--- src/rtl/pht_bimodal_predictor_if.sv ---
// Lookup and update bus of the bimodal branch predictor.
// The master side is fetch/execute and the slave side is the predictor.
interface pht_bimodal_predictor_if #(
   parameter int INDEX_W = 6
);
   logic               init_busy;
   logic               pred_valid;
   logic [INDEX_W-1:0] pred_idx;
   logic               pred_ready;
   logic               pred_resp_valid;
   logic               pred_taken;
   logic [1:0]         pred_counter;
   logic               upd_valid;
   logic [INDEX_W-1:0] upd_idx;
   logic               upd_taken;
   logic               upd_ready;

   modport master (
      input  init_busy, pred_ready, pred_resp_valid, pred_taken, pred_counter, upd_ready,
      output pred_valid, pred_idx, upd_valid, upd_idx, upd_taken
   );

   modport slave (
      output init_busy, pred_ready, pred_resp_valid, pred_taken, pred_counter, upd_ready,
      input  pred_valid, pred_idx, upd_valid, upd_idx, upd_taken
   );
endinterface

--- src/rtl/pht_bimodal_predictor.sv ---
// Bimodal pattern history table of 2-bit saturating counters.
// It self-initialises after reset, then serves 1-cycle lookups and two-stage updates.
module pht_bimodal_predictor #(
   parameter int         INDEX_W  = 6,
   parameter logic [1:0] INIT_VAL = 2'b01
) (
   input  logic                   clk,
   input  logic                   rst_n,
   pht_bimodal_predictor_if.slave bus
);
   localparam int DEPTH = 1 << INDEX_W;

   typedef enum logic {INIT, RUN} stateT;

   stateT              state;
   stateT              nextState;
   logic [INDEX_W-1:0] initPtr;
   logic [1:0]         counterTable [DEPTH];

   logic               pendValid;
   logic [INDEX_W-1:0] pendIdx;
   logic               pendTaken;
   logic [1:0]         pendCur;
   logic [1:0]         pendNext;
   logic [1:0]         lookupVal;
   logic               predAccept;
   logic               updAccept;
   logic               respValid;
   logic [1:0]         respCounter;
   logic               running;

   always_ff @(posedge clk) begin
      if (!rst_n) begin
         state   <= INIT;
         initPtr <= '0;
      end else begin
         state <= nextState;
         if (state == INIT)
            initPtr <= initPtr + 1'b1;
      end
   end

   always_comb begin
      nextState = state;
      if (state == INIT && initPtr == {INDEX_W{1'b1}})
         nextState = RUN;
   end

   always_comb begin
      running       = (state == RUN);
      bus.init_busy = !running;
      bus.pred_ready = running;
      bus.upd_ready  = running;
   end

   assign predAccept = bus.pred_valid && running;
   assign updAccept  = bus.upd_valid && running;

   // Saturating 2-bit step applied to the entry owned by the pending update.
   always_comb begin
      pendCur  = counterTable[pendIdx];
      pendNext = pendCur;
      if (pendTaken) begin
         if (pendCur != 2'b11)
            pendNext = pendCur + 2'b01;
      end else begin
         if (pendCur != 2'b00)
            pendNext = pendCur - 2'b01;
      end
   end

   // A lookup must see the write that lands at the end of this same cycle.
   always_comb begin
      lookupVal = counterTable[bus.pred_idx];
      if (pendValid && pendIdx == bus.pred_idx)
         lookupVal = pendNext;
   end

   always_ff @(posedge clk) begin
      if (!rst_n) begin
         pendValid <= 1'b0;
         pendIdx   <= '0;
         pendTaken <= 1'b0;
      end else begin
         pendValid <= updAccept;
         if (updAccept) begin
            pendIdx   <= bus.upd_idx;
            pendTaken <= bus.upd_taken;
         end
      end
   end

   always_ff @(posedge clk) begin
      if (rst_n) begin
         if (state == INIT)
            counterTable[initPtr] <= INIT_VAL;
         else if (pendValid)
            counterTable[pendIdx] <= pendNext;
      end
   end

   always_ff @(posedge clk) begin
      if (!rst_n) begin
         respValid   <= 1'b0;
         respCounter <= 2'b00;
      end else begin
         respValid <= predAccept;
         if (predAccept)
            respCounter <= lookupVal;
      end
   end

   assign bus.pred_resp_valid = respValid;
   assign bus.pred_counter    = respCounter;
   assign bus.pred_taken      = respCounter[1];
endmodule

--- src/flat_wrapper.sv ---
// flat-port wrapper written by rule: the top's interface ports become plain ports
module pht_bimodal_predictor_flat 
#(
   parameter int         INDEX_W  = 6,
   parameter logic [1:0] INIT_VAL = 2'b01
)
  (clk, rst_n, bus_init_busy, bus_pred_ready, bus_pred_resp_valid, bus_pred_taken, bus_pred_counter, bus_upd_ready, bus_pred_valid, bus_pred_idx, bus_upd_valid, bus_upd_idx, bus_upd_taken);
  pht_bimodal_predictor_if #(.INDEX_W(INDEX_W)) bus_i ();
  input  logic clk;
  input  logic rst_n;
  output wire logic [$bits(bus_i.init_busy)-1:0] bus_init_busy;
  output wire logic [$bits(bus_i.pred_ready)-1:0] bus_pred_ready;
  output wire logic [$bits(bus_i.pred_resp_valid)-1:0] bus_pred_resp_valid;
  output wire logic [$bits(bus_i.pred_taken)-1:0] bus_pred_taken;
  output wire logic [$bits(bus_i.pred_counter)-1:0] bus_pred_counter;
  output wire logic [$bits(bus_i.upd_ready)-1:0] bus_upd_ready;
  input wire logic [$bits(bus_i.pred_valid)-1:0] bus_pred_valid;
  input wire logic [$bits(bus_i.pred_idx)-1:0] bus_pred_idx;
  input wire logic [$bits(bus_i.upd_valid)-1:0] bus_upd_valid;
  input wire logic [$bits(bus_i.upd_idx)-1:0] bus_upd_idx;
  input wire logic [$bits(bus_i.upd_taken)-1:0] bus_upd_taken;
  assign bus_init_busy = bus_i.init_busy;
  assign bus_pred_ready = bus_i.pred_ready;
  assign bus_pred_resp_valid = bus_i.pred_resp_valid;
  assign bus_pred_taken = bus_i.pred_taken;
  assign bus_pred_counter = bus_i.pred_counter;
  assign bus_upd_ready = bus_i.upd_ready;
  assign bus_i.pred_valid = bus_pred_valid;
  assign bus_i.pred_idx = bus_pred_idx;
  assign bus_i.upd_valid = bus_upd_valid;
  assign bus_i.upd_idx = bus_upd_idx;
  assign bus_i.upd_taken = bus_upd_taken;
  pht_bimodal_predictor #(.INDEX_W(INDEX_W), .INIT_VAL(INIT_VAL)) u_core (.clk(clk), .rst_n(rst_n), .bus(bus_i));
endmodule
--- config.mk ---
export PLATFORM = sky130hd
export DESIGN_NAME = pht_bimodal_predictor_flat
export DESIGN_NICKNAME = d
export VERILOG_FILES = /design/src/rtl/pht_bimodal_predictor_if.sv /design/src/rtl/pht_bimodal_predictor.sv /design/src/flat_wrapper.sv
export SDC_FILE = /design/constraint.sdc
export NUM_CORES = 1
export LEC_CHECK = 0
export ABC_AREA = 1
export BUFFER_PORTS_ARGS = -buffer_cell sky130_fd_sc_hd__buf_4
export CAP_MARGIN = 20
export CORE_MARGIN = 5
export CORE_UTILIZATION = 45
export CTS_CLUSTER_SIZE = 14
export DETAILED_ROUTE_END_ITERATION = 6
export HOLD_SLACK_MARGIN = 0.02
export SKIP_CTS_REPAIR_TIMING = 1
export SLEW_MARGIN = 40
export SYNTH_ARGS = -nofsm -noshare
export SYNTH_HDL_FRONTEND = slang
export SYNTH_SLANG_ARGS = --single-unit
--- constraint.sdc ---
create_clock -name clk -period 7 [get_ports clk]
set_clock_uncertainty 0.2 [all_clocks]
set_input_delay 0.35 -clock clk [delete_from_list [all_inputs] [get_ports clk]]
set_output_delay 0.35 -clock clk [all_outputs]
set_load 0.01 [all_outputs]
==> results.py <==
metrics = {
    "grt": {
        "grt.overflow.total": 0,
        "antenna_found_initial": 0,
        "vias_in_the_first_global_route": 6234,
        "grt_first_pass_wirelength_um": 35890,
        "grt_start_max_net_pins": 67,
        "grtUsageTotal": 0.2351,
    },
    "clocking": {
        "ctsLongestPathBuffers": 2,
        "numCtsBuffers": 17,
        "clkSlewWorstSetupHoldPaths_ps": 60,
        "cts-htree-levels": 4,
        "cell_chosen_for_the_clock_root": "clkbuf_16",
        "clock_sinks": 152,
        "worstSkewPairLatency_ps": 430,
        "tritoncts": "yes",
    },
    "timing": {
        "post-route-period-util": 0.4983,
        "hold_violations": 0,
        "setup_total_negative_slack_ps": 0,
        "rsz0062_at_grt": "no",
        "max_freq_mhz": 286.7,
        "max-slew-margin-rel": 0.4411,
        "worst_slew_pin_slew_ps": 835.8,
        "setup_failing_eps_final": 0,
        "hold_slack_ps": 21.75,
        "timing_max_transition_violations_final": 0,
        "finalWorstPathRequiredPeriod_ps": 3488,
    },
    "pwr": {
        "power.combinational.fraction": 0.053,
        "seq_power_share": 0.482,
        "pwr-share-clk": 0.465,
        "p_per_area_mw_per_mm2": 232.3,
        "power_report.internal_total_uw": 1564,
        "switching_power_uw": 454.0,
        "max-vdd-ir-drop_uv": 172.4,
        "netSwitchingFraction": 0.2250,
        "static-leakage-power_uw": 0.003323,
    },
    "outcome": {
        "run_status": "completed",
    },
    "worst_setup_path": {
        "ordered_list_of_cells_on_the_worst_path": "buf_4 > inv_1 > buf_4 > nand3_1 > nand3_1 > nand2_1 > nand2_1 > nand3_1 > nand3_1 > nand3_1 > nand2_1 > inv_1 > nand2_1 > inv_2 > buf_4",
        "critPathMaxStageDelay_ps": 430,
        "timing.critical_path.required_ps": 7010,
        "setup.worst_path.end_class": "flip-flop",
        "critPathLaunchType": "flip-flop",
        "timing_worst_setup_path_type": "reg -> reg",
        "cp_slowest_cell": "buf_4",
        "largest_fanout_on_the_critical_path": 33,
        "path_common_cell": "nand3_1",
        "critical_path_arrival_ps": 3490,
    },
    "synthesis": {
        "synthFlopType": "edfxtp_1",
        "post_synth_num_cell_types": 36,
        "synth_sequential_area_ratio": 0.5528,
        "async_s_r_ff_share_synth": 0,
        "synth-seq-cells": 152,
        "syn-cell-area_mm2": 0.007823,
        "post_synth.cell_area_avg_um2": 8.411,
        "synth_edf_count": 128,
        "synthCells": 930,
        "synth_warnings": 0,
        "postSynthNetCount": 948,
    },
    "place": {
        "placement.io_buffers": 23,
        "gp_congestion": 0.8730,
        "dp_hpwl_um": 14460,
        "placed_cells": 1132,
        "placed_area_mm2": 0.008082,
    },
    "floorplanning": {
        "die_y_um": 141.8,
        "die_width_um": 141.8,
        "rows": 48,
        "design.core.area_mm2": 0.01718,
        "die_area_mm2": 0.02012,
        "start_util": 0.4554,
        "num_io_pins": 24,
    },
    "layout": {
        "multi_input_area_mm2": 0.003090,
        "most_common_library_cell_in_the_layout_ignoring_fill_and_taps": "nand2_1",
        "nNetsFinal": 944,
        "mostFrequentLayoutCells": "nand2_1, nand3_1, edfxtp_1",
        "final-instance-count-excl-fill": 1164,
        "area.growth.synth_to_final_pct": 11.04,
        "fillCellCount": 1692,
        "layout.area.seq_mm2": 0.004325,
        "antenna_cells_inserted": 0,
        "fin_area_mm2": 0.008686,
        "drive_gt1_frac": 0.09052,
    },
    "flow_run": {
        "cap_violations": 0,
    },
    "detailed_routing": {
        "drt_pass1_iterations": 5,
        "routed_wirelength_um": 23000,
        "vias": 6604,
        "ant_nets": 0,
        "wire_per_inst_um": 19.76,
        "post_route_drc_violation_count": 0,
        "via_per_inst": 5.674,
        "drt-initial-drc-count": 853,
    },
    "hold_path": {
        "hold_path_class": "in -> reg",
    },
}
[power groups by stage]
stage | logic (uW) | registers (uW) | clock network (uW)
after floorplan | 68.2 | 991 | 0
after global placement | 104 | 993 | 0
after detailed placement | 105 | 992 | 0
after CTS | 106 | 973 | 950
after global routing | 117 | 973 | 994
final | 107 | 973 | 938
[final cells by class]
cell class / instances / area share
Timing Repair Buffer: 32 / 0.02809
Inverter: 36 / 0.01613
Tap cell: 225 / 0.03241
Sequential cell: 152 / 0.4980
Clock inverter: 14 / 0.02017
Clock buffer: 18 / 0.04941
Multi-Input combinational cell: 687 / 0.3558
[worst paths after layout]
check	startpoint	to	slack [ps]	cells after the start
worst max-delay path	flip-flop	u_core.counterTable[38][1]	3510	15
worst max register to register	flip-flop	u_core.counterTable[38][1]	3510	15
worst min register to register	u_core.bus.pred_counter[0]	u_core.bus.pred_counter[0]	280	2
worst min-delay path	bus_pred_valid	u_core.bus.pred_resp_valid	20	3
[sequential cells by signal, summed over array words and instances, names as in the netlist, named ones only]
register / flops
u_core.bus.pred_ready: 1
u_core.pendValid: 1
u_core.pendIdx: 6
u_core.bus.pred_resp_valid: 1
u_core.initPtr: 6
u_core.bus.pred_counter: 2
u_core.counterTable: 128
u_core.pendTaken: 1
[critical path: cells and delay by family (launching register included)]
kind	cells	cell delay, ps
AND/OR/NAND/NOR	9	740
buffers and inverters	6	1960
flip-flops	1	300
[per-stage QoR]
step | power, uW | utilization | setup slack, ps
floorplan | 1060 | - | 4342
global placement | 1096 | 0.4685 | 3269
detailed placement | 1098 | 0.4705 | 3519
CTS | 2029 | 0.5057 | 3490
global route | 2084 | 0.5057 | 3165
finish | 2018 | 0.5057 | 3512
[cells by family (layout without fill, tap and decap cells)]
family          count (synthesis)  count (layout)  synth area share
buf+inv                        91             100           0.05310
xor+xnor                        2               2          0.002240
flops                         152             152            0.5528
simple gates                  585             585            0.3148
fa+ha+maj                       1               1          0.001599
compound gates                 99              99           0.07550
[synth_stat cells (3+ instances only)]
cell      instances  area, um^2
nand4_1           6       37.54
inv_1            29       108.9
buf_2            31       155.2
o21ai_0          34       170.2
o31ai_1          14       105.1
nand2_1         286        1074
nand3_1         162       810.8
edfxtp_1        128        3844
nor2_1          120       450.4
o221ai_1          3       26.28
clkbuf_1         15       56.30
buf_4             7       52.55
dfxtp_1          24       480.5
a21oi_1          37       185.2
inv_2             4       15.01
[per-layer routing]
layer | global-route usage | vias to the layer above | share of wire
met5 | 0 | - | 0
met4 | 0.09646 | 0 | 0.033
met3 | 0.05292 | 51 | 0.075
met2 | 0.3605 | 289 | 0.45
met1 | 0.3237 | 3104 | 0.44
li1 | - | 3160 | -
No activity file was read; power rests on OpenSTA's default activity.
